File: config.mk
export PLATFORM = sky130hd
export DESIGN_NAME = stage5_msg_pack
export DESIGN_NICKNAME = d
export VERILOG_FILES = /design/src/rtl/stage5_msg_pack_pkg.sv /design/src/rtl/stage5_msg_assemble.sv /design/src/rtl/stage5_msg_pack.sv
export SDC_FILE = /design/constraint.sdc
export NUM_CORES = 1
export LEC_CHECK = 0
export CAP_MARGIN = 10
export CORE_UTILIZATION = 52
export DETAILED_ROUTE_END_ITERATION = 10
export PLACE_DENSITY = 0.88
export REMOVE_ABC_BUFFERS = 1
export SLEW_MARGIN = 20
export SYNTH_ARGS = -nofsm -noshare
export SYNTH_HDL_FRONTEND = slang
export SYNTH_SLANG_ARGS = --single-unit
File: constraint.sdc
create_clock -name clk -period 3.95 [get_ports clk]
set_clock_uncertainty 0.05 [all_clocks]
set_input_delay 1.185 -clock clk [delete_from_list [all_inputs] [get_ports clk]]
set_output_delay 1.185 -clock clk [all_outputs]
set_load 0.05 [all_outputs]
File: src/rtl/stage5_msg_pack_pkg.sv
// Shared constants for the stage-5 message packer: field widths, type codes, fill value,
// field bit-position helpers and the serializer state encoding.
package stage5_msg_pack_pkg;

    localparam int MAX_MESSAGE_BITS          = 256;
    localparam int MSG_OUT_WIDTH             = 64;
    localparam int MESSAGE_MUX_CONTROL_WIDTH = 4;
    localparam int FIELD_OP2_BITS            = 32;

    localparam logic [3:0]  MESSAGE_MUX_Q = 4'h1;
    localparam logic [31:0] DEFAUT_INFOR  = 32'h0000_0000;

    typedef enum logic [1:0] {
        ST_IDLE = 2'd0,
        ST_SEND = 2'd1,
        ST_CSUM = 2'd2
    } msg_state_e;

    // Field positions counted from the message MSB: type, OP1, OP2 slot, then payload.
    function automatic int q_op1_b(input int msg_bits, input int type_bits);
        return msg_bits - 1 - type_bits;
    endfunction

    function automatic int q_op2_b(input int msg_bits, input int type_bits, input int op_bits);
        return msg_bits - 1 - type_bits - op_bits;
    endfunction

    function automatic int q_op2_e(input int msg_bits, input int type_bits, input int op_bits);
        return msg_bits - type_bits - 2 * op_bits;
    endfunction

endpackage

File: src/rtl/stage5_msg_assemble.sv
// Combinational field-to-word packer; the OP2 slot carries in_op2 only for q-type messages.
module stage5_msg_assemble
    import stage5_msg_pack_pkg::*;
#(
    parameter int                   MSG_BITS      = MAX_MESSAGE_BITS,
    parameter int                   TYPE_BITS     = MESSAGE_MUX_CONTROL_WIDTH,
    parameter int                   OP_BITS       = FIELD_OP2_BITS,
    parameter logic [TYPE_BITS-1:0] TYPE_Q        = MESSAGE_MUX_Q,
    parameter logic [OP_BITS-1:0]   DEFAULT_INFOR = DEFAUT_INFOR
) (
    input  logic [TYPE_BITS-1:0]                   in_type,
    input  logic [OP_BITS-1:0]                     in_op1,
    input  logic [OP_BITS-1:0]                     in_op2,
    input  logic [MSG_BITS-TYPE_BITS-2*OP_BITS-1:0] in_payload,
    output logic [MSG_BITS-1:0]                    msg_word
);

    localparam int OP1_B = q_op1_b(MSG_BITS, TYPE_BITS);
    localparam int OP2_B = q_op2_b(MSG_BITS, TYPE_BITS, OP_BITS);
    localparam int OP2_E = q_op2_e(MSG_BITS, TYPE_BITS, OP_BITS);

    logic [OP_BITS-1:0] op2_slot;

    always_comb begin
        op2_slot = (in_type == TYPE_Q) ? in_op2 : DEFAULT_INFOR;
        msg_word                           = '0;
        msg_word[MSG_BITS-1 -: TYPE_BITS]  = in_type;
        msg_word[OP1_B -: OP_BITS]         = in_op1;
        msg_word[OP2_B:OP2_E]              = op2_slot;
        msg_word[OP2_E-1:0]                = in_payload;
    end

endmodule

File: src/rtl/stage5_msg_pack.sv
// Stage-5 message packer: assembles a message word and streams it MSB-first as OUT_WIDTH beats.
// Define STAGE5_MSG_CHECKSUM_EN to append an XOR checksum beat after the data beats.
module stage5_msg_pack
    import stage5_msg_pack_pkg::*;
#(
    parameter int                   MSG_BITS      = MAX_MESSAGE_BITS,
    parameter int                   OUT_WIDTH     = MSG_OUT_WIDTH,
    parameter int                   TYPE_BITS     = MESSAGE_MUX_CONTROL_WIDTH,
    parameter int                   OP_BITS       = FIELD_OP2_BITS,
    parameter logic [TYPE_BITS-1:0] TYPE_Q        = MESSAGE_MUX_Q,
    parameter logic [OP_BITS-1:0]   DEFAULT_INFOR = DEFAUT_INFOR
) (
    input  logic                                    clk,
    input  logic                                    rst_n,
    input  logic                                    message_en,
    input  logic                                    in_valid,
    output logic                                    in_ready,
    input  logic [TYPE_BITS-1:0]                    in_type,
    input  logic [OP_BITS-1:0]                      in_op1,
    input  logic [OP_BITS-1:0]                      in_op2,
    input  logic [MSG_BITS-TYPE_BITS-2*OP_BITS-1:0] in_payload,
    output logic                                    out_valid,
    input  logic                                    out_ready,
    output logic [OUT_WIDTH-1:0]                    out_data,
    output logic                                    out_first,
    output logic                                    out_last
);

    localparam int NBEATS = MSG_BITS / OUT_WIDTH;
    localparam int CNT_W  = (NBEATS > 1) ? $clog2(NBEATS) : 1;
`ifdef STAGE5_MSG_CHECKSUM_EN
    localparam bit CSUM_EN = 1'b1;
`else
    localparam bit CSUM_EN = 1'b0;
`endif

    logic [MSG_BITS-1:0] msg_word;

    msg_state_e          state_q, state_d;
    logic [CNT_W-1:0]    cnt_q, cnt_d;
    logic [MSG_BITS-1:0] msg_q, msg_d;
    logic                in_ready_q, in_ready_d;
    logic                out_valid_q, out_valid_d;
    logic [OUT_WIDTH-1:0] out_data_q, out_data_d;
    logic                out_first_q, out_first_d;
    logic                out_last_q, out_last_d;
`ifdef STAGE5_MSG_CHECKSUM_EN
    logic [OUT_WIDTH-1:0] csum_q, csum_d;
`endif

    logic accept;
    logic beat_hs;

    stage5_msg_assemble #(
        .MSG_BITS      (MSG_BITS),
        .TYPE_BITS     (TYPE_BITS),
        .OP_BITS       (OP_BITS),
        .TYPE_Q        (TYPE_Q),
        .DEFAULT_INFOR (DEFAULT_INFOR)
    ) u_assemble (
        .in_type    (in_type),
        .in_op1     (in_op1),
        .in_op2     (in_op2),
        .in_payload (in_payload),
        .msg_word   (msg_word)
    );

    always_comb begin
        state_d     = state_q;
        cnt_d       = cnt_q;
        msg_d       = msg_q;
        in_ready_d  = in_ready_q;
        out_valid_d = out_valid_q;
        out_data_d  = out_data_q;
        out_first_d = out_first_q;
        out_last_d  = out_last_q;
`ifdef STAGE5_MSG_CHECKSUM_EN
        csum_d      = csum_q;
`endif
        accept  = in_valid && in_ready_q;
        beat_hs = out_valid_q && out_ready;

        unique case (state_q)
            ST_IDLE: begin
                in_ready_d = message_en;
                if (accept) begin
                    state_d     = ST_SEND;
                    cnt_d       = '0;
                    msg_d       = msg_word;
                    in_ready_d  = 1'b0;
                    out_valid_d = 1'b1;
                    out_data_d  = msg_word[MSG_BITS-1 -: OUT_WIDTH];
                    out_first_d = 1'b1;
                    out_last_d  = !CSUM_EN && (NBEATS == 1);
`ifdef STAGE5_MSG_CHECKSUM_EN
                    csum_d      = '0;
`endif
                end
            end
            ST_SEND: begin
                if (beat_hs) begin
                    if (int'(cnt_q) + 1 == NBEATS) begin
`ifdef STAGE5_MSG_CHECKSUM_EN
                        state_d     = ST_CSUM;
                        out_data_d  = csum_q ^ out_data_q;
                        out_first_d = 1'b0;
                        out_last_d  = 1'b1;
`else
                        state_d     = ST_IDLE;
                        out_valid_d = 1'b0;
                        out_data_d  = '0;
                        out_first_d = 1'b0;
                        out_last_d  = 1'b0;
                        in_ready_d  = message_en;
`endif
                    end else begin
                        // msg_q shifts so the next beat is always its top slice
                        cnt_d       = cnt_q + 1'b1;
                        msg_d       = msg_q << OUT_WIDTH;
                        out_data_d  = msg_q[MSG_BITS-OUT_WIDTH-1 -: OUT_WIDTH];
                        out_first_d = 1'b0;
                        out_last_d  = !CSUM_EN && (int'(cnt_q) + 2 == NBEATS);
`ifdef STAGE5_MSG_CHECKSUM_EN
                        csum_d      = csum_q ^ out_data_q;
`endif
                    end
                end
            end
`ifdef STAGE5_MSG_CHECKSUM_EN
            ST_CSUM: begin
                if (beat_hs) begin
                    state_d     = ST_IDLE;
                    out_valid_d = 1'b0;
                    out_data_d  = '0;
                    out_first_d = 1'b0;
                    out_last_d  = 1'b0;
                    in_ready_d  = message_en;
                end
            end
`endif
            default: begin
                state_d     = ST_IDLE;
                out_valid_d = 1'b0;
                in_ready_d  = 1'b0;
            end
        endcase
    end

    always_ff @(posedge clk) begin
        if (!rst_n) begin
            state_q     <= ST_IDLE;
            cnt_q       <= '0;
            msg_q       <= '0;
            in_ready_q  <= 1'b0;
            out_valid_q <= 1'b0;
            out_data_q  <= '0;
            out_first_q <= 1'b0;
            out_last_q  <= 1'b0;
`ifdef STAGE5_MSG_CHECKSUM_EN
            csum_q      <= '0;
`endif
        end else begin
            state_q     <= state_d;
            cnt_q       <= cnt_d;
            msg_q       <= msg_d;
            in_ready_q  <= in_ready_d;
            out_valid_q <= out_valid_d;
            out_data_q  <= out_data_d;
            out_first_q <= out_first_d;
            out_last_q  <= out_last_d;
`ifdef STAGE5_MSG_CHECKSUM_EN
            csum_q      <= csum_d;
`endif
        end
    end

    assign in_ready  = in_ready_q;
    assign out_valid = out_valid_q;
    assign out_data  = out_data_q;
    assign out_first = out_first_q;
    assign out_last  = out_last_q;

endmodule

---- Word-level counts from Yosys, hierarchy flattened ----
Cells that the tools add are included.
word-level totals
  bits in registers ....................... 264
  input bits .............................. 261
  output and inout port bits .............. 68
cells by class
  add/sub/neg operators ................... 3
  equality and inequality tests ........... 8
  multiplexer cells ....................... 31
  reductions and logical operators ........ 8
operators with widths
  kind                                                                   count
  192-bit 2-to-1 mux                                                     3
  192-bit one-hot mux with 2 select lines                                1
  64-bit 2-to-1 mux                                                      3
  64-bit one-hot mux with 2 select lines                                 1
  32-bit 2-to-1 mux                                                      1
  2-bit 2-to-1 mux                                                       6
  1-bit 2-to-1 mux                                                       10
  2-bit != test, second input constant                                   4
  1-bit one-hot mux with 2 select lines                                  4
  2-bit one-hot mux with 2 select lines                                  2
  3-bit equality test, second input constant                             2
  3-bit AND reduction                                                    2
  4-bit by 1-bit equality test with 1-bit output, second input constant  1
  4-bit AND reduction                                                    1
  2-bit by 1-bit adder with 3-bit output, second input constant          1
  2-bit by 2-bit adder with 3-bit output, second input constant          1
  2-bit by 1-bit adder with 2-bit output, second input constant          1
  2-bit by 1-bit equality test with 1-bit output, second input constant  1
  1-bit logical AND                                                      2
  2-bit logical NOT                                                      1
  2-bit AND reduction                                                    1
  2-bit nonzero test                                                     1

---- Logic depth before layout (Yosys ltp) ----
Gate-level depths: netlist (run 1).
  depth after elaboration ................. 5
  depth in mapped cells ................... 6
  depth with buffers taken out ............ 5

---- Hierarchy ----
A second synthesis (run 1) with hierarchy kept.
unflattened totals
  cells, all modules ...................... 1690
  area, all modules ....................... 14570.2 µm²
by module, submodules not included
  module               times used  cells an instance  area an instance (µm²)  seq. area each (µm²)
  stage5_msg_pack      1           1430               12623.4                 5245.0
  stage5_msg_assemble  1           260                1946.9                  0.0

---- Worst setup path after synthesis (run 1) ----
No wires, ideal clock.
  path kind ............................... input-to-reg
  start point ............................. input port in_valid
  end point ............................... register out_data_q[10] (netlist: out_data[10])
  setup time .............................. 133 ps
  arrival ................................. 2012 ps
  setup slack ............................. 1755 ps
  stages .................................. 6
  buffers on the path ..................... 3
  path through ............................ and3b_1 buf_4 buf_4 buf_2 o31ai_1 a21oi_1
on the way
  longest elaborated chain between the ends .. 3
ends and longest elaborated chain
  element                        RTL line                RTL
  start, declared                stage5_msg_pack.sv:16   input logic in_valid,
  1-bit logical AND              stage5_msg_pack.sv:80   accept = in_valid && in_ready_q;
  2-bit != test (no line)        -
  3-bit AND reduction (no line)  -
  end signal, assigned           stage5_msg_pack.sv:168  out_data_q <= out_data_d;
  end, declared                  stage5_msg_pack.sv:44   logic [OUT_WIDTH-1:0] out_data_q, out_data_d;
Every way passes these cells.
A chain may end at the register's enable or synchronous reset.

---- Worst setup path after layout (run 1) ----
  start point ............................. register out_valid_q (netlist: out_valid)
  end point ............................... output port out_valid
RTL lines
  element                 RTL line                RTL
  start, declared         stage5_msg_pack.sv:43   logic out_valid_q, out_valid_d;
  start signal, assigned  stage5_msg_pack.sv:167  out_valid_q <= out_valid_d;
  end, declared           stage5_msg_pack.sv:22   output logic out_valid,
No word-level cell between the ends.

==> results.cfg, run 1 <==
[status]
status = finished, final reports clean

[synth]
synth_compound_area_share_pct = 21.60
avgSynthCellArea_um2 = 9.212
synth_top_family_by_area = compound AO/OA/AOI/OAI gates
ys_seq_area_share_pct = 45.23
synth_edf_count = 0
synth-warning-count = 0
synthFlopType = dfxtp_1
synthesis.area_um2 = 11600
synthSimpleGateAreaFrac_pct = 15.27
synthMuxAreaShare_pct = 10.70
async_flop_share_pct = 0
synthDistinctLibCells = 31
synth-xor-area-share_pct = 0
synthAdderAreaFrac_pct = 0.2158
postSynthCellCount = 1259
synth-seq-cells = 262

[min_path]
hold_depth = 2
min_from = msg_q[15]
hold_path.class = reg -> reg
min_to = msg_q[15]

[final_layout]
design_area_um2 = 15720
final_util_pct = 72.04
stdcell_count = 1784
regArea_um2 = 5249
multi_input_area_um2 = 5565
nets = 1752
fillers = 1639
diodes = 0
syn_to_final_growth_pct = 35.57
drive_gt1_share_pct = 5.253

[timing]
final_hold_viol_count = 0
relSlewSlack_pct = 29.70
rsz0062_at_grt = no
fin_crit_ns = 3.007
tightest_slew_ns = 1.054
slew_violations = 0
worst_slack_ns = 0.9434
finalCritPeriodShare_pct = 76.12
setup-violations-final = 0
clock.fmax_mhz = 332.6

[worst_setup_path]
cp.arrival_ns = 1.77
crit_path_top_delay_cell = clkdlybuf4s50_1
end_kind = primary output
cp_max_fo = 3
r2r-end = msg_q[164]
crit_required_ns = 2.71
cp.buffers_inverters = 1
max_stage_delay_ns = 0.88
start_kind = flop
ff2ff_setup_slack_ns = 1.34
crit_type = reg -> out
r2r_cells = 5
r2r-start = out_valid
path_delay_family = buffers and inverters
crit_chain = clkdlybuf4s50_1

[clock_tree]
clk_pin_slew_ns = 0.06
clk_latency_ns = 0.52
cts_tree = yes
holdBufCountCts = 0
clk_path_buf_depth = 3
clockRootBuffer = clkbuf_16
clock_sinks = 262
htree_levels = 1
cts_buffers = 27
cts_setup_buffers = 0
cts_resized = 0

[routing]
ant_nets = 0
wirelength_mm = 35.26
firstDrtPassIters = 7
drc = 0
route.vias.total = 11110
vias_per_cell = 6.229
drt_iter0_markers = 731
wire_per_inst_um = 19.76

[power_and_ir_drop]
max-vdd-ir-drop_mv = 0.3125
total_power_uw = 6849
p_per_area_nw_per_um2 = 435.6
power.leakage_uw = 0.005217

[grt]
grt_use_total_pct = 29.51
grt_pass1_vias = 10420
grt-ovfl-total = 0
grt_max_degree = 143
grt_pass1_wl_mm = 54.32
antenna_found_initial = 0

[floorplanning]
start_util_pct = 53.14
die_y_um = 151.3
coreArea_um2 = 21820
die_w_um = 151.3
rows = 54
dieArea_um2 = 22900
num_io_pins = 329

[placement]
gp_congestion = 0.8059
dp_hpwl_mm = 22.17
placed_cells = 1740
io_buffers = 328
place_area_um2 = 14860
pre_cts_slack_ns = 0.8324

[flow_run]
maxCapViolCount = 0
-- where the power goes --
part	total (uW)	leakage (uW)	switching (uW)	internal (uW)
Clock	2520	0.000432	1020	1500
Combinational	1370	0.00264	740	630
Sequential	2960	0.00214	112	2850
Total	6850	0.00522	1870	4980
-- logic make-up after synthesis --
| group | count (synthesis) |
|---|---|
| buffers and inverters | 159 |
| flip-flops | 262 |
| AND/OR/NAND/NOR | 357 |
| multiplexers | 124 |
| AO/OA/AOI/OAI | 355 |
| adder cells (fa/ha/maj) | 2 |
-- worst max-delay path by stage --
stage | start | endpoint | slack (ns) | cells past startpoint
detailed placement | out_ready | msg_q[50] | 0.83 | 5
global route | in_ready | in_ready | 0.89 | 1
finish | out_valid | out_valid | 0.94 | 1
CTS | out_valid | out_valid | 0.93 | 1
global placement | out_ready | msg_q[93] | 0.90 | 5
floorplan | out_valid | msg_q[188] | -7.35 | 3
-- worst reg2reg max path, stage by stage, from the launching register on --
cell and delay (ns):
dfxtp_4 0.37, buf_12 0.63, nand3b_1 0.44, nand2_4 0.40, buf_12 0.37, a211oi_1 0.26
-- cells in the final DEF (no fill, tap or decap), types with 3 or more instances in the layout --
master           synthesis  final
a211oi_1               159    159
a21oi_1                 97     97
a2bb2oi_1               35     35
a311oi_1                 6      6
a32oi_1                 28     28
buf_12                   0     14
buf_4                    7     14
clkbuf_1                54      4
clkbuf_16                0     27
clkbuf_8                 0      7
clkdlybuf4s50_1          0    328
clkinv_2                 0      4
dfxtp_1                262    261
mux2i_1                124    124
nand2_1                 46     44
nand3_1                133    133
nand3b_1                 4      4
nor2_1                   3      3
nor3_1                 164    164
o31ai_1                 28     28
-- final cells by class --
| cell class | count | share of cell area (%) |
|---|---|---|
| well taps | 280 | 2.228 |
| multi-input cells | 838 | 35.40 |
| flip-flops and latches | 262 | 33.38 |
| clock buffers | 38 | 5.006 |
| inverters | 4 | 0.1432 |
| repair buffers | 356 | 23.33 |
| clock inverters | 6 | 0.5093 |
-- layer usage --
metal / wire, um / global-route usage, % / vias to the layer above
li1: - / - / 5237
met1: 13970 / 38.22 / 5275
met2: 17000 / 48.45 / 508
met3: 2817 / 4.187 / 93
met4: 1471 / 13.50 / 0
met5: 0 / 0 / -
-- cell usage after synthesis, types with 3 or more instances --
library cell,n,share of area (%)
dfxtp_1,262,45
nor3_1,164,7.1
a211oi_1,159,10
nand3_1,133,5.7
mux2i_1,124,11
a21oi_1,97,4.2
buf_2,78,3.4
clkbuf_1,54,1.7
nand2_1,46,1.5
a2bb2oi_1,35,2.6
a32oi_1,28,2.1
o31ai_1,28,1.8
buf_6,10,0.97
buf_4,7,0.45
a311oi_1,6,0.45
buf_1,4,0.13
nand3b_1,4,0.26
nor2_1,3,0.097
-- through the flow --
stage          setup TNS [ns]  hold WS, ns
2_1_floorplan        -1621.35       0.3934
3_3_place_gp                0       0.3988
3_5_place_dp                0       0.4064
4_1_cts                     0       0.4146
5_1_grt                     0       0.4253
6_report                    0       0.4114
-- registers in the layout, indices dropped and copies added, names as in the netlist --
signal,flops
out_last,1
out_valid,1
msg_q,192
out_first,1
cnt_q,2
out_data,64
in_ready,1
No activity file was read; power rests on OpenSTA's default activity.
==> run 2: changes to the inputs <==
--- a/config.mk
+++ b/config.mk
@@ -6,9 +6,9 @@
 export NUM_CORES = 1
 export LEC_CHECK = 0
 export CAP_MARGIN = 10
-export CORE_UTILIZATION = 52
+export CORE_UTILIZATION = 48
 export DETAILED_ROUTE_END_ITERATION = 10
-export PLACE_DENSITY = 0.88
+export PLACE_DENSITY = 0.82
 export REMOVE_ABC_BUFFERS = 1
 export SLEW_MARGIN = 20
 export SYNTH_ARGS = -nofsm -noshare
==> constraint.sdc (replaced) <==
create_clock -name clk -period 2.9 [get_ports clk]
set_clock_uncertainty 0.05 [all_clocks]
set_input_delay 0.87 -clock clk [delete_from_list [all_inputs] [get_ports clk]]
set_output_delay 0.87 -clock clk [all_outputs]
set_load 0.05 [all_outputs]
==> results.cfg, run 2 (synthesis results as in run 1) <==
[routing]
firstDrtPassIters = 5
top_layer = met4
route.met3.wl_mm = 2.373
wl_met1_mm = 14.43
vias_per_cell = 6.027
wire_per_inst_um = 19.35
ant_nets = 0
route.vias.total = 11120
drt_iter0_markers = 1018
drc = 0
wirelength_mm = 35.70
route.met2.wl_mm = 17.19

[floorplanning]
rows = 56
die_y_um = 157.4
start_util_pct = 49.12
dieArea_um2 = 24790
die_w_um = 157.4
coreArea_um2 = 23610
num_io_pins = 329

[clock_tree]
clk_pin_slew_ns = 0.06
clk_path_buf_depth = 3
holdBufCountCts = 0
cts_buffers = 28
clk_latency_ns = 0.53
cts_setup_buffers = 0
cts_tree = yes
clockRootBuffer = clkbuf_16
htree_levels = 1
cts_resized = 0
clock_sinks = 262

[placement]
dp_hpwl_mm = 22.73
gp_congestion = 0.8242
io_buffers = 328
placed_cells = 1790

[worst_setup_path]
path_delay_family = buffers and inverters
cp_max_fo = 5
r2r-start = out_valid
end_kind = primary output
cp-startpoint = in_ready
start_kind = flop
max_stage_delay_ns = 0.84
cp.arrival_ns = 1.79
cp.buffers_inverters = 1
crit_type = reg -> out
crit_chain = clkdlybuf4s50_1
crit_required_ns = 1.98
crit_path_top_delay_cell = clkdlybuf4s50_1

[timing]
setup-violations-final = 0
final_hold_viol_count = 0
tns_ns = 0
rsz0062_at_grt = no
finalCritPeriodShare_pct = 93.49
fin_crit_ns = 2.711
slew_violations = 0
relSlewSlack_pct = 61.13
tightest_slew_ns = 0.5813
clock.fmax_mhz = 368.8

[final_layout]
drive_gt1_share_pct = 6.570
fillers = 1877
top_register = msg_q
largest_reg_flops = 192
stdcell_count = 1845
final_common_cell = clkdlybuf4s50_1
nets = 1764
syn_to_final_growth_pct = 39.29
layout_common_cells = 327 x clkdlybuf4s50_1, 261 x dfxtp_1, 164 x nor3_1, 159 x a211oi_1, 133 x nand3_1

[grt]
grt_pass1_wl_mm = 55.77
antenna_found_initial = 4
grt-ovfl-total = 0
grt_use_total_pct = 28.19
grt_max_degree = 78
grt_pass1_vias = 10810

[power_and_ir_drop]
p_int_uw = 7227
pwr-share-comb_pct = 19.2
p_per_area_nw_per_um2 = 610.2
power.share.clock_pct = 39.8
netSwitchingPower_uw = 2631
power.leakage_uw = 0.005395
seqPwrFrac_pct = 41.0
switching_share_pct = 26.69
max-vdd-ir-drop_mv = 0.3965
total_power_uw = 9858

[min_path]
hold_path.class = reg -> reg
min_from = msg_q[34]

[flow_run]
maxCapViolCount = 0

[status]
status = finished, final reports clean
-- run 2: through the flow --
stage | hold slack (ns) | setup WS, ns | cell area (um2) | utilization (%)
2_1_floorplan | 0.3934 | -8.397 | 10800 | -
4_1_cts | 0.4136 | 0.1775 | 16140 | 68.37
3_3_place_gp | 0.3983 | 0.3849 | 15110 | 64.00
5_1_grt | 0.4319 | 0.1395 | 16150 | 68.41
3_5_place_dp | 0.4052 | 0.2725 | 15110 | 64.00
6_report | 0.4121 | 0.1888 | 16150 | 68.41
-- run 2: worst reg2reg max path, delay by kind of cell, from the launching register on --
family | cells | cell delay, ns
flip-flops | 1 | 0.71
buffers and inverters | 2 | 0.42
AND/OR/NAND/NOR | 2 | 0.34
AO/OA/AOI/OAI | 1 | 0.37
-- run 2: metal layers --
layer	vias up	GRT usage, %
met3	109	4.570
met5	-	0
met2	501	46.97
met4	0	15.90
met1	5232	34.54
li1	5277	-
-- run 2: layout make-up --
class	count	area, um2	area share [%]
multi-input cells	838	5565	34.45
flip-flops and latches	262	5249	32.49
repair buffers	367	3874	23.98
clock buffers	39	843.3	5.220
well taps	319	399.1	2.471
clock inverters	12	188.9	1.170
inverters	4	25.02	0.1549
diodes	4	10.01	0.06196
-- run 2: worst paths after layout --
check                   end  slack [ns]  depth (start not counted)
hold / removal    msg_q[34]        0.41                          2
hold reg to reg   msg_q[34]        0.41                          2
setup reg to reg  msg_q[72]        0.90                          5
setup / recovery   in_ready        0.19                          1
-- run 2: power by group through the flow --
stage	Combinational, uW	Clock, uW	Sequential (uW)
final	1890	3930	4040
after global routing	2030	4140	4070
after CTS	1890	3990	4040
after detailed placement	1880	0	4110
after global placement	1850	0	4100
after floorplan	825	0	4400
